<file path="src/rtl/data_mem_ctrl.sv">
// Single-port data memory access controller: round-robin arbitration between core and
// loader, one-cycle read return, and a hardware sequencer that zeroes every location.
module data_mem_ctrl #(
  parameter int ADDR_W = 4,
  parameter int DATA_W = 8,
  parameter int DEPTH  = 16
) (
  input  logic              clk_i,
  input  logic              reset_i,
  input  logic              clr_start_i,
  output logic              clr_busy_o,
  input  logic              core_req_i,
  input  logic              core_we_i,
  input  logic [ADDR_W-1:0] core_addr_i,
  input  logic [DATA_W-1:0] core_wdata_i,
  output logic              core_gnt_o,
  output logic              core_rvalid_o,
  output logic [DATA_W-1:0] core_rdata_o,
  input  logic              ldr_req_i,
  input  logic              ldr_we_i,
  input  logic [ADDR_W-1:0] ldr_addr_i,
  input  logic [DATA_W-1:0] ldr_wdata_i,
  output logic              ldr_gnt_o,
  output logic              ldr_rvalid_o,
  output logic [DATA_W-1:0] ldr_rdata_o,
  output logic              mem_we_o,
  output logic [ADDR_W-1:0] mem_addr_o,
  output logic [DATA_W-1:0] mem_wdata_o,
  input  logic [DATA_W-1:0] mem_rdata_i
);

  typedef enum logic {CLEAR, IDLE} state_e;

  localparam logic OWN_CORE = 1'b0;
  localparam logic OWN_LDR  = 1'b1;
  localparam logic [ADDR_W-1:0] LAST_ADDR = ADDR_W'(DEPTH - 1);

  state_e            state_q;
  logic [ADDR_W-1:0] clrCnt_q;
  logic              rrLast_q;
  logic              rdPend_q;
  logic              rdOwner_q;
  logic [DATA_W-1:0] coreHold_q;
  logic [DATA_W-1:0] ldrHold_q;
  logic              coreGnt;
  logic              ldrGnt;
  logic              rdPend_d;

  // Grant and memory port mux are combinational; a pending clr_start blocks grants
  // so the clear never races a fresh access.
  always_comb begin
    coreGnt     = 1'b0;
    ldrGnt      = 1'b0;
    mem_we_o    = 1'b0;
    mem_addr_o  = '0;
    mem_wdata_o = '0;
    if (!reset_i) begin
      if (state_q == CLEAR) begin
        mem_we_o   = 1'b1;
        mem_addr_o = clrCnt_q;
      end else if (!clr_start_i) begin
        if (core_req_i && (!ldr_req_i || rrLast_q == OWN_LDR)) begin
          coreGnt = 1'b1;
        end else if (ldr_req_i) begin
          ldrGnt = 1'b1;
        end
        if (coreGnt) begin
          mem_we_o    = core_we_i;
          mem_addr_o  = core_addr_i;
          mem_wdata_o = core_wdata_i;
        end else if (ldrGnt) begin
          mem_we_o    = ldr_we_i;
          mem_addr_o  = ldr_addr_i;
          mem_wdata_o = ldr_wdata_i;
        end
      end
    end
  end

  assign rdPend_d      = (coreGnt && !core_we_i) || (ldrGnt && !ldr_we_i);
  assign core_gnt_o    = coreGnt;
  assign ldr_gnt_o     = ldrGnt;
  assign clr_busy_o    = reset_i || (state_q == CLEAR);
  assign core_rvalid_o = !reset_i && rdPend_q && (rdOwner_q == OWN_CORE);
  assign ldr_rvalid_o  = !reset_i && rdPend_q && (rdOwner_q == OWN_LDR);
  assign core_rdata_o  = core_rvalid_o ? mem_rdata_i : coreHold_q;
  assign ldr_rdata_o   = ldr_rvalid_o  ? mem_rdata_i : ldrHold_q;

  // Read data is returned straight from memory; each requester keeps its last value
  // while the other one owns the return slot.
  always_ff @(posedge clk_i) begin
    if (reset_i) begin
      state_q    <= CLEAR;
      clrCnt_q   <= '0;
      rrLast_q   <= OWN_LDR;
      rdPend_q   <= 1'b0;
      rdOwner_q  <= OWN_CORE;
      coreHold_q <= '0;
      ldrHold_q  <= '0;
    end else begin
      rdPend_q <= rdPend_d;
      if (core_rvalid_o) coreHold_q <= mem_rdata_i;
      if (ldr_rvalid_o)  ldrHold_q  <= mem_rdata_i;
      if (coreGnt) begin
        rrLast_q  <= OWN_CORE;
        rdOwner_q <= OWN_CORE;
      end else if (ldrGnt) begin
        rrLast_q  <= OWN_LDR;
        rdOwner_q <= OWN_LDR;
      end
      case (state_q)
        CLEAR: begin
          clrCnt_q <= clrCnt_q + ADDR_W'(1);
          if (clrCnt_q == LAST_ADDR) state_q <= IDLE;
        end
        IDLE: begin
          if (clr_start_i) begin
            state_q  <= CLEAR;
            clrCnt_q <= '0;
          end
        end
        default: state_q <= CLEAR;
      endcase
    end
  end

endmodule

</file>
<file path="config.mk">
export PLATFORM = sky130hd
export DESIGN_NAME = data_mem_ctrl
export DESIGN_NICKNAME = d
export VERILOG_FILES = /design/src/rtl/data_mem_ctrl.sv
export SDC_FILE = /design/constraint.sdc
export NUM_CORES = 1
export LEC_CHECK = 0
export CAP_MARGIN = 30
export CELL_PAD_IN_SITES_DETAIL_PLACEMENT = 1
export CELL_PAD_IN_SITES_GLOBAL_PLACEMENT = 1
export CORE_ASPECT_RATIO = 1.25
export CORE_MARGIN = 4
export CORE_UTILIZATION = 28
export CTS_CLUSTER_SIZE = 24
export DETAILED_ROUTE_END_ITERATION = 8
export GPL_TIMING_DRIVEN = 0
export PLACE_DENSITY = 0.8
export SYNTH_ARGS = -nofsm -noshare
export SYNTH_HDL_FRONTEND = slang
export SYNTH_SLANG_ARGS = --single-unit
</file>
<file path="constraint.sdc">
create_clock -name clk_i -period 3.4 [get_ports clk_i]
set_input_delay 0.34 -clock clk_i [delete_from_list [all_inputs] [get_ports clk_i]]
set_output_delay 0.34 -clock clk_i [all_outputs]
set_load 0.02 [all_outputs]
</file>
Word-level counts from Yosys, hierarchy flattened
Cells that the tools add are included.
Cells by class
  magnitude comparators: 0
  multiplexer cells: 39
  bitwise operators: 2
  div/mod/pow operators: 0
  shift-type cells: 0
  reduce and logical (&&, ||, !) cells: 15
  multipliers: 0
  equal/unequal tests: 2
  add/subtract/negate cells: 1
Operators with widths (number)
  $mux W8: 7
  $mux W1: 24
  $mux W4: 6
  $pmux W4 S2: 1
  $logic_and A1 B1 Y1: 6
  $add A4 B1 Y4 const B: 1
  $eq A4 B4 Y1 const B: 1
  $logic_not A1 Y1: 4
  $logic_or A1 B1 Y1: 3
  $ne A2 B2 Y1 const B: 1
  $not A1 Y1: 2
  $pmux W1 S2: 1
  $reduce_bool A2 Y1: 1
  $reduce_or A2 Y1: 1
Storage, ports and cells
  bits in registers: 24
  latch bits: 0
  memory bits (read-only): 0
  memory bits (writable): 0
  memories: 0
  output and inout port bits: 34

Longest topological paths before layout
  depth after elaboration: 12
  mapped depth: 5
  depth with buffers taken out: 4

Worst setup path before layout
Ideal clock, no wire load.
  path type: input-to-output
  from: in reset_i
  to: out mem_addr_o[2]
  path buffers: 1
  data required time: 3060 ps
  stages: 4
  slack: 1824 ps
  arrival time: 1236 ps
  cells stage by stage: nor3b_1 -> and3_1 -> buf_4 -> a221o_1
Between the ends
  cells in the longest elaborated chain, start to end: 1
RTL lines
  from (decl): RTL line 9  | input logic reset_i,
  $mux W4: RTL line 57  | if (!reset_i) begin
  to (decl): RTL line 27  | output logic [ADDR_W-1:0] mem_addr_o,
Every way passes these cells.

Final worst setup path
  from: in core_req_i
  to: out mem_wdata_o[4]
Between the ends
  cells in the longest elaborated chain, start to end: 10
  elaborated cells between the ends (all ways): 14
RTL lines
  from (decl): RTL line 12  | input logic core_req_i,
  $logic_and A1 B1 Y1 (*): RTL line 62  | if (core_req_i && (!ldr_req_i || rrLast_q == OWN_LDR)) begin
  $mux W1: RTL line 62
  $mux W1: RTL line 61  | end else if (!clr_start_i) begin
  $mux W1: RTL line 58  | if (state_q == CLEAR) begin
  $mux W1: RTL line 57
  $mux W8: RTL line 71  | end else if (ldrGnt) begin
  $mux W8 (*): RTL line 67  | if (coreGnt) begin
  $mux W8 (*): RTL line 61
  $mux W8 (*): RTL line 58
  $mux W8 (*): RTL line 57
  to (decl): RTL line 28  | output logic [DATA_W-1:0] mem_wdata_o,
Every way passes the cells marked *; elsewhere a longest branch is shown, timed or not. The select of a mux whose other input is x is not followed.

==> flow_results.org <==
** Global routing
- Entering global routing, the biggest net connects 15 pins.
- The initial antenna violation count was 0.
- Number of global-route vias before repair :: 1385
- Total global-route track usage :: 15.63%
- Leftover overflow at the end of global routing :: 0
- Global-route wire length before repair :: 6561 µm

** Finish
- In the final layout, the share of cells above drive strength 1 is 14.51%.
- The repair_antennas step left the layout with diodes totalling 0.
- Filler Cell Count :: 472
- At the end of the flow, the number of nets in the layout was 234.
- From synthesis to final layout, the design area changed by 70.96%.
- The finished cells cover 2077 µm².

** Routing
- Final wirelength :: 4089 µm
- Dividing the detail-routed wire length by the instance count gives 16.42 µm.
- In the routed layout, each cell is associated on average with a via count of 4.795.
- After the first detailed-routing iteration, the DRC count stood at 28.
- The first detailed-routing pass ran for 4 iterations.
- DRC :: 0
- In this run the remaining antenna-violating nets after routing total 0.
- Vias after detailed routing :: 1194

** Die
- From bottom edge to top edge, the die measures 81.65 µm.
- Pin placement for this block handled 73 I/O pins.
- Floorplan core area :: 4131 µm²
- The floorplan step defined a die boundary enclosing 5463 µm².
- The die is 66.92 µm wide.
- The initial utilization of the core area, before any placement, comes to 29.41%.
- The floorplan has 26 rows.

** Synthesis
- Post-synthesis cell count :: 117
- Each instance of the synthesized netlist takes up on average 10.38 µm².
- For this run, asynchronously set or reset flops after synthesis account for 0%.
- Number of distinct library cell variants in the gate-level netlist after synthesis :: 33
- The commonest cells after synthesis are 24 x sky130_fd_sc_hd__dfxtp_1, 19 x sky130_fd_sc_hd__and2_1.
- Number of enable-type register cells in the synthesized netlist :: 0
- In this run the cell area of the synthesized design comes to 1215 µm².
- In this run the biggest area consumer among cell types represents 39.55% of the synthesized area.
- Total nets after synthesis :: 157
- Commonest register cell after synthesis :: sky130_fd_sc_hd__dfxtp_1
- Flip-flop and latch count after synthesis :: 24
- Library cell occupying the most area in the post-synthesis netlist :: sky130_fd_sc_hd__dfxtp_1
- For this run, the number of Yosys warnings is 0.
- Cell types with the largest area share after synthesis :: sky130_fd_sc_hd__dfxtp_1 40%, sky130_fd_sc_hd__mux2_4 9.9%, sky130_fd_sc_hd__and2_1 9.8%, sky130_fd_sc_hd__mux2_2 7.4%, sky130_fd_sc_hd__a22o_1 5.8%
- Of the synthesized area, sequential elements account for 39.55%.
- Most frequent cell after synthesis :: sky130_fd_sc_hd__dfxtp_1

** Timing
- Final hold violation count :: 0
- Across all setup checks in the final design, the least slack found is 0.6813 ns.
- Setup violations remaining at the end of the flow were counted as 0.
- Unrepaired setup endpoints after global routing :: false
- Final worst-path cycle share :: 79.96%
- Final worst path period need :: 2.719 ns
- Timing-limited maximum frequency :: 367.8 MHz
- Hold_ws :: 0.4891 ns
- In this run the tightest slew margin relative to its limit is 72.60%.
- Summed over all failing endpoints, the final setup total negative slack is 0 ns.
- The number of pins with negative max-slew slack in the final report was 0.
- Transition time of the tightest slew-check pin :: 0.4110 ns
- Worst setup skew after layout :: 0.01188 ns

** Placed design
- Gp weighted congestion :: 0.7707
- Worst slack, placed :: 0.6790 ns
- Summing all placed instances gives a cell area of 2006 µm².
- Buffers placed on the I/O ports in this run total 72.
- After legalization and detailed placement, the total HPWL measured 3412 µm.

** Flow run
- The tool flagged a number of max-cap violations equal to 0.

** Setup path
- Critical R2R Capture :: coreHold_q[4]$_SDFF_PP0_
- R2R Path Start :: rdPend_q$_SDFF_PP0_
- The worst setup path is captured at a primary output.
- The worst setup path is of the in -> out kind.
- Max Fanout on Critical Path :: 10
- Critical Path Source Type :: input pin
- R2r worst-path depth :: 4
- Crit path required time :: 3.06 ns
- Worst reg-to-reg setup slack :: 2.00 ns
- Worst endpoint data arrival time :: 2.38 ns

** Clock network
- Post-CTS timing repair inserted 0 buffers for setup.
- Hold repair after CTS inserted 0 buffers.
- Clock latency at the later pin of the worst-skew pair :: 0.28 ns
- Deepest clock path buffer count :: 2
- TritonCTS created 3 clock buffers.
- Root Buffer Master :: sky130_fd_sc_hd__clkbuf_8
- The number of gates resized after CTS was 0.
- After clock tree synthesis, the clock-pin slew on the worst setup and hold paths is 0.08 ns.
- CTS H-tree depth :: 1
- CTS tree :: done
- The tree built by TritonCTS fans out to 24 sinks.

** Hold path
- Counting instances, the worst hold path has a depth of 1.
- Sink of the worst hold path :: rrLast_q$_SDFFE_PP1P_
- Hold Crit Class :: reg -> reg
- In this run the most critical hold path is launched from rrLast_q$_SDFFE_PP1P_.

** Power and ir drop
- The worst-case IR drop observed on VDD is 0.1431 mV.
- Summed over all cells, the static leakage comes to 0.8956 nW.
- Power spread over the standard cell area amounts to 299.5 nW/µm².

** Outcome
- Outcome :: finished clean
==> worst max-delay path by stage <==
stage | from | to | slack, ns | depth (start not counted)
after floorplan | reset_i | mem_addr_o[2] | 1.82 | 4
after global placement | clr_start_i | mem_addr_o[2] | 0.75 | 6
after detailed placement | clr_start_i | mem_wdata_o[4] | 0.68 | 7
after CTS | clr_start_i | mem_wdata_o[4] | 0.68 | 7
after global routing | core_req_i | mem_wdata_o[2] | 0.55 | 7
final | core_req_i | mem_wdata_o[4] | 0.68 | 7
==> placed cells by master (no fill, tap or decap), types with 2 or more instances in the layout <==
cell type	count
sky130_fd_sc_hd__nand2b_1	2
sky130_fd_sc_hd__dfxtp_1	24
sky130_fd_sc_hd__inv_1	3
sky130_fd_sc_hd__a22o_1	8
sky130_fd_sc_hd__a221o_1	4
sky130_fd_sc_hd__a21oi_1	4
sky130_fd_sc_hd__and2_1	19
sky130_fd_sc_hd__o21ai_0	2
sky130_fd_sc_hd__clkbuf_8	3
sky130_fd_sc_hd__a31oi_1	2
sky130_fd_sc_hd__nor2_1	8
sky130_fd_sc_hd__nor3b_1	2
sky130_fd_sc_hd__nand2_1	2
sky130_fd_sc_hd__mux2_4	8
sky130_fd_sc_hd__mux2_2	8
sky130_fd_sc_hd__buf_4	3
sky130_fd_sc_hd__clkdlybuf4s50_1	72
==> per-stage QoR <==
| stage | power [mW] | utilization (%) | instances |
|---|---|---|---|
| floorplan | 0.3135 | - | 117 |
| global placement | 0.3688 | 48.55 | 245 |
| detailed placement | 0.3728 | 48.55 | 245 |
| CTS | 0.6254 | 50.27 | 249 |
| global route | 0.6406 | 50.27 | 249 |
| finish | 0.6220 | 50.27 | 249 |
==> state kept, by name, summed over array words and instances (netlist names) <==
name        flops
rrLast_q        1
state_q         1
clrCnt_q        4
rdOwner_q       1
rdPend_q        1
ldrHold_q       8
coreHold_q      8
==> cell families (layout without fill, tap and decap cells) <==
group	count (synthesis)	after routing	synth area share [%]
compound gates	26	26	16.99
fa+ha+maj	1	1	1.030
buf+inv	9	85	4.427
flops	24	24	39.55
mux	16	16	17.30
simple gates	41	41	20.70
==> layout make-up <==
type	instances	area [µm²]	area share, %
buffer	6	42.54	2.048
clock buffer	3	41.29	1.988
clock inverter	1	30.03	1.446
inverter	3	11.26	0.5422
multi-input combinational	84	680.7	32.77
sequential	24	480.5	23.13
tap	56	70.07	3.373
timing repair buffer	72	720.7	34.70
==> per-layer routing <==
layer / vias to the layer above / GRT usage, % / part of all wire, %
met1: 559 / 15.13 / 36
met3: 8 / 2.326 / 6.0
met4: 0 / 6.288 / 2.2
met5: - / 0 / 0
met2: 55 / 31.94 / 55
li1: 572 / - / -
==> report_power, final <==
part / leakage (nW) / switching, mW / internal (mW)
Combinational: 0.666 / 0.0260 / 0.0522
Clock: 0.0357 / 0.0982 / 0.158
Sequential: 0.194 / 0.00421 / 0.284
Total: 0.896 / 0.128 / 0.494
==> critical path: stages <==
cell and delay [ns]:
sky130_fd_sc_hd__clkdlybuf4s50_1 0.47, sky130_fd_sc_hd__a21boi_0 0.28, sky130_fd_sc_hd__nand2_1 0.12, sky130_fd_sc_hd__inv_1 0.18, sky130_fd_sc_hd__buf_4 0.21, sky130_fd_sc_hd__a22o_1 0.16, sky130_fd_sc_hd__clkdlybuf4s50_1 0.61
Power figures use the tool's default switching activity.
